--- src/rtl/mipi_dphy_pkg.sv ---
// Shared D-PHY definitions: escape-clock wait-timer FSM states and the timing
// constants, in TxClkEsc cycles, that the LP control FSMs load into wait timers.
package mipi_dphy_pkg;

    typedef enum logic [1:0] {
        T_IDLE  = 2'd0,
        T_COUNT = 2'd1,
        T_DONE  = 2'd2
    } timer_state_t;

    localparam int T_LPX     = 2;
    localparam int T_prepare = 1;
    localparam int T_POST    = 2;
    localparam int T_TRAIL   = 2;
    localparam int T_Wakeup  = 20000;

endpackage

--- src/rtl/lp_wait_timer.sv ---
// Escape-clock wait timer: one-cycle registered time_flag after max(time_wait,1) enabled edges.
// Latency N edges from the first enable edge; dropping enable aborts. LP_WAIT_TIMER_STATUS_EN adds timer_busy/elapsed.
module lp_wait_timer
    import mipi_dphy_pkg::*;
#(
    parameter int TIME_WAIT_WIDTH = 32
) (
    input  logic                       TxClkEsc,
    input  logic                       rst_n,
    input  logic                       timer_enable,
    input  logic [TIME_WAIT_WIDTH-1:0] time_wait,
`ifdef LP_WAIT_TIMER_STATUS_EN
    output logic                       timer_busy,
    output logic [TIME_WAIT_WIDTH-1:0] elapsed,
`endif
    output logic                       time_flag
);

    localparam logic [TIME_WAIT_WIDTH-1:0] ONE = TIME_WAIT_WIDTH'(1);

    timer_state_t               state;
    logic [TIME_WAIT_WIDTH-1:0] cnt;
    logic [TIME_WAIT_WIDTH-1:0] wait_q;
    logic [TIME_WAIT_WIDTH-1:0] n_eff;

    // A zero wait behaves as a single cycle.
    assign n_eff = (wait_q == '0) ? ONE : wait_q;

    always_ff @(posedge TxClkEsc or negedge rst_n) begin
        if (!rst_n) begin
            state     <= T_IDLE;
            cnt       <= '0;
            wait_q    <= '0;
            time_flag <= 1'b0;
        end else begin
            case (state)
                T_IDLE: begin
                    time_flag <= 1'b0;
                    if (timer_enable) begin
                        state     <= T_COUNT;
                        wait_q    <= time_wait;
                        cnt       <= ONE;
                        time_flag <= (time_wait <= ONE);
                    end
                end
                T_COUNT: begin
                    if (!timer_enable) begin
                        state     <= T_IDLE;
                        cnt       <= '0;
                        time_flag <= 1'b0;
                    end else if (cnt == n_eff) begin
                        // End of the flag cycle with enable still held: park until it drops.
                        state     <= T_DONE;
                        time_flag <= 1'b0;
                    end else begin
                        cnt       <= cnt + ONE;
                        time_flag <= (cnt == n_eff - ONE);
                    end
                end
                T_DONE: begin
                    time_flag <= 1'b0;
                    if (!timer_enable) begin
                        state <= T_IDLE;
                        cnt   <= '0;
                    end
                end
                default: begin
                    state     <= T_IDLE;
                    cnt       <= '0;
                    time_flag <= 1'b0;
                end
            endcase
        end
    end

`ifdef LP_WAIT_TIMER_STATUS_EN
    assign timer_busy = (state == T_COUNT);
    assign elapsed    = cnt;
`endif

endmodule

--- config.mk ---
export PLATFORM = sky130hd
export DESIGN_NAME = lp_wait_timer
export DESIGN_NICKNAME = d
export VERILOG_FILES = /design/src/rtl/mipi_dphy_pkg.sv /design/src/rtl/lp_wait_timer.sv
export SDC_FILE = /design/constraint.sdc
export NUM_CORES = 1
export LEC_CHECK = 0
export BUFFER_PORTS_ARGS = -buffer_cell sky130_fd_sc_hd__buf_2
export CORE_MARGIN = 2
export CORE_UTILIZATION = 40
export DETAILED_ROUTE_END_ITERATION = 16
export GPL_TIMING_DRIVEN = 0
export PLACE_DENSITY = 0.65
export SLEW_MARGIN = 20
export SYNTH_ARGS = -nofsm -noshare
export SYNTH_HDL_FRONTEND = slang
export SYNTH_SLANG_ARGS = --single-unit
--- constraint.sdc ---
create_clock -name TxClkEsc -period 7.6 [get_ports TxClkEsc]
set_clock_uncertainty 0.05 [all_clocks]
set_input_delay 0.76 -clock TxClkEsc [delete_from_list [all_inputs] [get_ports TxClkEsc]]
set_output_delay 0.76 -clock TxClkEsc [all_outputs]
set_load 0.05 [all_outputs]
==> results of run 1 <==
-- metal layers --
metal  up-vias  global-route usage, %  wire length, um
met3        29                   4.12              709
li1       2121                      -                -
met2       143                   36.6             6540
met1      2235                   31.3             6400
met5         -                      0                0
met4         0                   9.76              399
-- path summary, 6_finish.rpt --
check                          start        end  slack, ns  cells past startpoint
setup / recovery           wait_q[7]  time_flag       3.21                     15
hold / removal                 rst_n    cnt[24]       0.33                      1
setup reg to reg           wait_q[7]  time_flag       3.21                     15
hold reg to reg              cnt[15]    cnt[15]       0.51                      1
max in group asynchronous      rst_n  wait_q[2]       6.61                      2
min in group TxClkEsc        cnt[15]    cnt[15]       0.51                      1
-- cells by family (layout without fill, tap and decap cells) --
family	Yosys count	after routing	synth area share (%)
AOI/OAI and AO/OA	108	108	15.7
xor gates and xnor gates	44	44	8.15
adders and majority gates	2	2	0.529
buffers and inverters	40	90	3.73
DFF	67	67	35.4
muxes	32	32	7.56
and+or+nand+nor	246	246	28.9
-- state kept, by name (all words and copies together) (netlist names) --
name / flops
cnt: 32
state: 2
time_flag: 1
wait_q: 32
-- through the flow --
step / power, mW / setup slack (ns) / util, %
after floorplan: 0.555 / 4.26 / -
after global routing: 1.06 / 2.88 / 46.9
after global placement: 0.619 / 3.45 / 44.3
after CTS: 1.03 / 3.30 / 46.9
final: 1.02 / 3.21 / 46.9
after detailed placement: 0.626 / 3.32 / 44.5
-- power groups by stage --
stage          Combinational (mW)  Clock, mW  Sequential, mW
3_5_place_dp                0.189          0           0.436
2_1_floorplan               0.135          0           0.420
5_1_grt                     0.211      0.417           0.437
4_1_cts                     0.191      0.406           0.431
3_3_place_gp                0.183          0           0.436
6_report                    0.192      0.398           0.432
-- final cells by class --
| cell class | count | area share [%] |
|---|---|---|
| Multi-Input combinational cell | 432 | 53.5 |
| Tap cell | 143 | 3.32 |
| Timing Repair Buffer | 35 | 3.58 |
| Sequential cell | 67 | 31.1 |
| Inverter | 10 | 0.697 |
| Clock inverter | 2 | 0.186 |
| Buffer | 30 | 2.58 |
| Clock buffer | 13 | 5.02 |
-- worst max-delay path, delay by kind of cell, from the launching register on --
family / cells / cell delay (ns)
AO/OA/AOI/OAI: 3 / 0.84
flip-flops: 1 / 0.32
multiplexers: 1 / 0.26
AND/OR/NAND/NOR: 7 / 1.60
adder cells (fa/ha/maj): 1 / 0.23
buffers and inverters: 3 / 1.04
-- synthesized netlist by cell type (8+ instances only) --
library cell  count  area share, %
a21oi_1          24            2.5
and3_1           12            1.6
clkbuf_1         23            1.8
dfrtp_1          67             35
inv_1            10           0.79
mux2_2           30            7.1
nand2_1          47            3.7
nand3_1          32            3.4
nand4_1          14            1.9
nor2_1           39            3.1
nor3_1           13            1.4
nor4_1           22            2.9
o21ai_0          21            2.2
o31ai_1          14            2.2
or3_1             8            1.1
or4_1            12            1.9
xnor2_1          33            6.1
xor2_1           11            2.0
==> metrics, run 1 <==
dpl cells=717; slowest library cell on the worst path=nor3_1; Worst-Skew Late Latency=0.34 ns; sequential element share of the synthesized area=35.4%; die span in y=113 um; Root Buffer=clkbuf_16; fin nets=622; Power Internal=0.714 mW; Num Clock Sinks=67; type of origin of the critical path=flip-flop; Setup Buffers After CTS=0; Ys Warns=0; area delta synth->final=13.8%; Max FO, Critical Path=10; CP arrival=4.61 ns; RSZ-0062 raised after global routing=no; status=finished, final reports clean; Avg WL per Cell=19.2 um; hold buffers post-CTS=0; Core Rows=39; DR iter-0 viols=354; total number of vias=4528; post-route minimum period=4.39 ns; fin crit share=57.7%; number of enable flip-flop cells after synthesis=0; first-pass GRT wire length=23000 um; CP dominant cell by count=clkbuf_1; Die Width=113 um; Resized Gates After CTS=0; share of flip-flops with an asynchronous set or reset=100%; clock power share=38.9%; WHS=0.334 ns; Finished Layout Cells=732; critical path capture point type=flip-flop; DR pass1 iterations=5; worst slew pin tran=0.761 ns; Sw Pwr=0.307 mW; PortBufs=34; Final Max Tran Viols=0; initial antenna violation count=0; gr usage total=23.1%; Longest Clk Path Bufs=2; core area=11500 um^2; syn_nets=576; Synth Cell Area=4730 um^2; Avg Cell Area, Syn=8.78 um^2; fill count=1109; WS Path Type=flip-flop to flip-flop; Slew headroom=49.1%; Flop pwr share=42.3%; Post-DP Area=5100 um^2; final wirelength=14100 um; antenna viol nets, final=0; Synth Flop Type=dfrtp_1; n_diodes=0; commonest non-fill, non-tap cell in the layout=dfrtp_1; CTS clk-pin slew, worst paths=0.06 ns; Num CTS Buffers=9; fmax=228 MHz; Hold Violations, Final=0; vias per cell=6.19; HP Class=input port to asynchronous set/reset pin; HPWL after DPL=10800 um; commonest non-fill, non-tap cells in the layout=67 x dfrtp_1, 47 x nand2_1, 39 x nor2_1; Required @ worst endpoint=7.82 ns; maximum number of pins on one net before global-route repair=36; post-synthesis cell count=539; total power per unit cell area=190 nW/um^2; share of cells above drive strength 1=17.3%; final routed DRC violation total=0; CTS tree=done; sw frac=30.1%; Peak VDD IR=162 uV; CP peak stage delay=0.46 ns; post-route cell area=5380 um^2; critical-path cell list=clkbuf_1 -> nor2_1 -> nand3_1 -> clkbuf_1 -> nor4_1 -> nor2_1 -> ha_1 -> nand2b_1 -> or3_1 -> clkbuf_1 -> nor3_1 -> mux2i_1 -> o31ai_1 -> a2111oi_0 -> a32o_1; grt total ovfl=0; #FFs+latches synth=67; H-tree depth=3; max_cap viols=0; final setup vio count=0; vias in the first global route=4386; leak pwr=2.05 nW; Combinational Power Share=18.8%; number of top-level pins=36; setup TNS=0 ns; footprint of the multi-input gates=2880 um^2; die area=12700 um^2; sequential cell area=1680 um^2; Netlist cell types=65; routability cong.=0.931; starting density of the core=41.3%
Power figures use the tool's default switching activity.
==> run 2, diff against run 1 <==
- PLACE_DENSITY: 0.65 -> 0.67
- clock period: 7.6 -> 3.5 ns (I/O delays scaled with it)
==> metrics, run 2 (synthesis gave the netlist of run 1 again) <==
commonest non-fill, non-tap cells in the layout=58 x dfrtp_1, 47 x nand2_1, 38 x nor2_1; footprint of the multi-input gates=2970 um^2 (+3.2%); reg2reg path depth=13 (-2); CTS tree=done; Root Buffer=clkbuf_16; PortBufs=34 (unchanged); number of top-level pins=36 (unchanged); RSZ-0062 raised after global routing=no; Power Internal=1.52 mW (+110%); sequential cell area=1690 um^2 (+0.67%); Die Width=113 um (unchanged); final setup vio count=0 (unchanged); fin crit share=95.1% (+37 points); n_diodes=0 (unchanged); HP Class=input port to flip-flop; clock power share=37.6% (-1.3 points); final wirelength=13900 um (-1.4%); die area=12700 um^2 (unchanged); worst slew pin tran=0.708 ns (-0.0532 ns); final routed DRC violation total=0 (unchanged); critical path capture point type=flip-flop; Worst-Skew Late Latency=0.34 ns (about the same); vias in the first global route=4403 (+0.39%); fin nets=622 (unchanged); Num Clock Sinks=67 (unchanged); routability cong.=0.992 (+6.5%); starting density of the core=41.3% (unchanged); vias per cell=6.27 (+1.3%); H-tree depth=3 (unchanged); Sw Pwr=0.687 mW (+120%); Avg WL per Cell=18.9 um (-1.4%); Flop pwr share=43.1% (+0.8 points); sw frac=31.1% (+1.0 points); Hold Violations, Final=0 (unchanged); Max FO, Critical Path=10 (unchanged); max_cap viols=0 (unchanged); share of cells above drive strength 1=21.6% (+4.2 points); leak pwr=2.08 nW (+1.4%); Critical Path Start=wait_q[2]; Peak VDD IR=222 uV (+37%); Slew headroom=52.6% (+3.6 points); worst r2r dst=time_flag; commonest non-fill, non-tap cell in the layout=dfrtp_1; initial antenna violation count=0 (unchanged); DR iter-0 viols=391 (+10%); critical path capture point=time_flag; status=finished, final reports clean; gr usage total=22.5% (-0.62 points); post-route cell area=5490 um^2 (+2.0%); CTS clk-pin slew, worst paths=0.06 ns (about the same); reg-to-reg startpoint=wait_q[2]; WS Path Type=flip-flop to flip-flop; type of origin of the critical path=flip-flop; Core Rows=39 (unchanged); DR pass1 iterations=5 (unchanged); antenna viol nets, final=0 (unchanged); Num CTS Buffers=9 (unchanged); total power per unit cell area=402 nW/um^2 (+110%); Final Max Tran Viols=0 (unchanged); first-pass GRT wire length=22700 um (-1.4%); Combinational Power Share=19.3% (+0.5 points); CP arrival=3.55 ns (-1.06 ns); maximum number of pins on one net before global-route repair=39 (+8.3%); total number of vias=4586 (+1.3%); HPWL after DPL=10600 um (-1.9%); die span in y=113 um (unchanged); Required @ worst endpoint=3.72 ns (-4.10 ns); fmax=300 MHz (+32%); Post-DP Area=5100 um^2 (unchanged); core area=11500 um^2 (unchanged); grt total ovfl=0 (unchanged); fill count=1082 (-2.4%); setup TNS=0 ns (unchanged); area delta synth->final=16.1%; Longest Clk Path Bufs=2 (unchanged); R2R Setup Slk=0.17 ns (-3.04 ns); Top Registers=cnt (32), wait_q (32), state (2); post-route minimum period=3.33 ns (-1.06 ns)
==> run 2: area by class of cell <==
class	instances	share of cell area [%]
Tap cell	143	3.26
Buffer	28	2.53
Sequential cell	67	30.7
Multi-Input combinational cell	432	54.1
Clock inverter	5	0.547
Timing Repair Buffer	37	3.83
Inverter	10	0.684
Clock buffer	10	4.35
==> run 2: power groups by stage <==
stage / registers (mW) / clock network, mW / logic, mW
after floorplan: 0.912 / 0 / 0.292
after global placement: 0.944 / 0 / 0.395
after detailed placement: 0.947 / 0 / 0.410
after CTS: 0.946 / 0.846 / 0.414
after global routing: 0.961 / 0.890 / 0.464
final: 0.952 / 0.831 / 0.426
==> run 2: critical path, cell delays in order, from the launching register on <==
cell and delay (ns):
dfrtp_2 0.43, or3_4 0.18, nand2b_4 0.12, buf_6 0.13, nor4_4 0.06, nor2_1 0.11
ha_1 0.22, nand2b_1 0.08, or3_4 0.41, or4b_2 0.64, o22ai_2 0.13, nand3_1 0.11
nor4_2 0.35, a32o_2 0.24
==> run 2: what timing repair did <==
| action | CTS | global route |
|---|---|---|
| hold buffers | 1 | 0 |
| pin swaps | 1 | 0 |
| endpoints found under the hold margin | 29 | 0 |
| cloned | 0 | 0 |
| endpoints found under the setup margin | 1 | 1 |
| buffers inserted | 0 | 1 |
| resized for setup | 18 | 14 |
==> run 2: routing by layer <==
layer	global-route usage, %	vias up	share of wire [%]
met5	0	-	0
met4	10.0	0	3.5
met3	3.16	48	7.1
met2	36.6	207	47
met1	30.0	2214	42
li1	-	2117	-
==> run 2: worst min path at each step <==
| stage | cells after the start | to | start |
|---|---|---|---|
| global route | 3 | wait_q[1] | time_wait[1] |
| detailed placement | 1 | cnt[21] | rst_n |
| floorplan | 0 | cnt[0] | rst_n |
| CTS | 3 | wait_q[1] | time_wait[1] |
| finish | 3 | wait_q[1] | time_wait[1] |
| global placement | 1 | cnt[15] | cnt[15] |
==> run 2: stage by stage <==
step / worst slack, ns / util, % / cells / hold slack, ns / total power [mW]
global route: 0.0168 / 47.9 / 732 / 0.206 / 2.32
finish: 0.171 / 47.9 / 732 / 0.199 / 2.21
CTS: 0.0291 / 47.5 / 731 / 0.193 / 2.21
floorplan: 0.161 / - / 539 / 0.00441 / 1.20
global placement: -0.646 / 44.3 / 716 / 0.486 / 1.34
detailed placement: -0.745 / 44.5 / 717 / 0.272 / 1.36
==> run 3, diff against run 2 <==
- clock period: 3.5 -> 2.7 ns (I/O delays scaled with it)
==> metrics, run 3 (synthesis gave the netlist of run 1 again) <==
Slew headroom=38.9% (-14 points); die area=12700 um^2 (unchanged); Finished Layout Cells=777 (+6.1%); post-route minimum period=3.10 ns (-0.227 ns); CP arrival=3.33 ns (-0.22 ns); Num Clock Sinks=67 (unchanged); number of top-level pins=36 (unchanged); leak pwr=2.45 nW (+18%); sw frac=32.0% (+0.89 points); Core Rows=39 (unchanged); antenna viol nets, final=0 (unchanged); max_cap viols=0 (unchanged); Hold Violations, Final=0 (unchanged); reg2reg path depth=12 (-1); fill count=977 (-9.7%); Power Internal=2.15 mW (+41%); total power per unit cell area=497 nW/um^2 (+24%); type of origin of the critical path=flip-flop; Worst-Skew Late Latency=0.35 ns (about the same); fmax=322 MHz (+7.3%); HPWL after DPL=10600 um (-0.15%); Avg WL per Cell=19.8 um (+4.7%); footprint of the multi-input gates=3380 um^2 (+14%); commonest non-fill, non-tap cells in the layout=51 x dfrtp_1, 46 x nand2_1, 40 x buf_4; fin crit share=115% (+20 points); die span in y=113 um (unchanged); commonest non-fill, non-tap cell in the layout=dfrtp_1; worst r2r dst=time_flag; Root Buffer=clkbuf_16; Top Registers=cnt (32), wait_q (32), state (2); Final Max Tran Viols=0 (unchanged); RSZ-0062 raised after global routing=yes; Critical Path Start=wait_q[10]; Max FO, Critical Path=4 (-6); maximum number of pins on one net before global-route repair=43 (+10%); Required @ worst endpoint=2.93 ns (-0.79 ns); Die Width=113 um (unchanged); H-tree depth=3 (unchanged); Worst Slack Setup Final=-0.402 ns (-0.573 ns); WHS=0.0991 ns (-0.0995 ns); first-pass GRT wire length=23700 um (+4.2%); Peak VDD IR=297 uV (+34%); Total Power=3.16 mW (+43%); dpl cells=717 (unchanged); Flop pwr share=38.9% (-4.2 points); worst slew pin tran=0.911 ns (+0.203 ns); vias per cell=6.20 (-1.1%); CTS clk-pin slew, worst paths=0.06 ns (about the same); reg-to-reg startpoint=wait_q[10]; Longest Clk Path Bufs=2 (unchanged); share of cells above drive strength 1=35.3% (+14 points); Num CTS Buffers=9 (unchanged); Combinational Power Share=22.8% (+3.5 points); critical path capture point=time_flag; status=complete, but fails checks; n_diodes=0 (unchanged); routability cong.=0.933 (-5.9%); critical path capture point type=flip-flop; WS Path Type=flip-flop to flip-flop; starting density of the core=41.3% (unchanged); HP Class=input port to flip-flop; core area=11500 um^2 (unchanged); vias in the first global route=4655 (+5.7%); total number of vias=4814 (+5.0%); CTS tree=done; PortBufs=34 (unchanged); clock power share=38.3% (+0.7 points); gr usage total=23.7% (+1.2 points); Sw Pwr=1.01 mW (+47%); R2R Setup Slk=-0.40 ns (-0.57 ns); area delta synth->final=34.1%; final setup vio count=28 (+28); DR pass1 iterations=6 (+1); grt total ovfl=0 (unchanged); final routed DRC violation total=0 (unchanged); initial antenna violation count=0 (unchanged); final wirelength=15400 um (+11%); post-place setup slack=-0.865 ns (-0.120 ns); sequential cell area=1700 um^2 (+0.52%); DR iter-0 viols=476 (+22%); failing checks=negative setup slack; fin nets=666 (+7.1%)
==> run 3: cell types whose count changed in the layout (fill, tap and decap cells not counted), sizes merged <==
cell / previous run / this run
clkinv: 3 / 2
buf: 44 / 86
inv: 10 / 12
bufinv: 0 / 1
clkbuf: 30 / 31
==> run 3: worst min path at each step <==
| stage | startpoint | end | slack, ns | depth (start not counted) |
|---|---|---|---|---|
| 6_report | time_wait[1] | wait_q[1] | 0.1 | 3 |
| 4_1_cts | time_wait[0] | wait_q[0] | 0.09 | 2 |
| 2_1_floorplan | rst_n | cnt[0] | -0.08 | 0 |
| 5_1_grt | time_wait[0] | wait_q[0] | 0.1 | 2 |
| 3_3_place_gp | time_wait[3] | wait_q[3] | 0.44 | 3 |
| 3_5_place_dp | rst_n | cnt[21] | 0.16 | 1 |
==> run 3: per-stage QoR <==
stage | setup TNS (ns) | util [%] | area [um^2]
5_1_grt | -7.50 | 55.3 | 6340
3_3_place_gp | -9.65 | 45.2 | 5190
3_5_place_dp | -11.11 | 45.4 | 5210
6_report | -3.99 | 55.3 | 6340
2_1_floorplan | -0.225 | - | 4840
4_1_cts | -2.00 | 52.6 | 6030
==> run 3: power by group through the flow <==
stage	Clock (mW)	Sequential [mW]	Combinational (mW)
after floorplan	0	1.19	0.395
after global placement	0	1.23	0.530
after detailed placement	0	1.23	0.549
after CTS	1.23	1.22	0.659
after global routing	1.27	1.24	0.768
final	1.21	1.23	0.719
==> run 3: area by class of cell <==
type	instances	area share, %
multi-input cells	432	53.3
flip-flops and latches	67	26.7
repair buffers	81	8.93
clock buffers	9	3.55
plain buffers	28	2.90
well taps	143	2.82
clock inverters	7	1.20
inverters	10	0.592
==> run 3: worst max-delay path, stage by stage, from the launching register on <==
cell	delay, ns
dfrtp_2	0.44
nor3_4	0.26
nand3_4	0.12
clkbuf_16	0.17
nor4_4	0.30
nor2_1	0.09
ha_2	0.32
xor2_1	0.17
o211ai_1	0.13
a2111oi_2	0.40
o311ai_2	0.20
nor4_2	0.16
a32o_2	0.21
==> run 3: routing by layer <==
layer / track usage [%] / routed length [um] / part of all wire [%] / vias up
met5: 0 / 0 / 0 / -
met4: 9.84 / 437 / 2.8 / 0
met3: 5.09 / 1230 / 8.0 / 46
met2: 38.2 / 7440 / 48 / 237
met1: 31.1 / 6300 / 41 / 2317
li1: - / - / - / 2214
==> run 3: what timing repair did <==
action	CTS	global route
hold buffers	1	0
buffers inserted	33	12
resized for setup	64	47
pin swaps	24	21
endpoints found under the setup margin	35	33
hold endpoints to repair	25	0
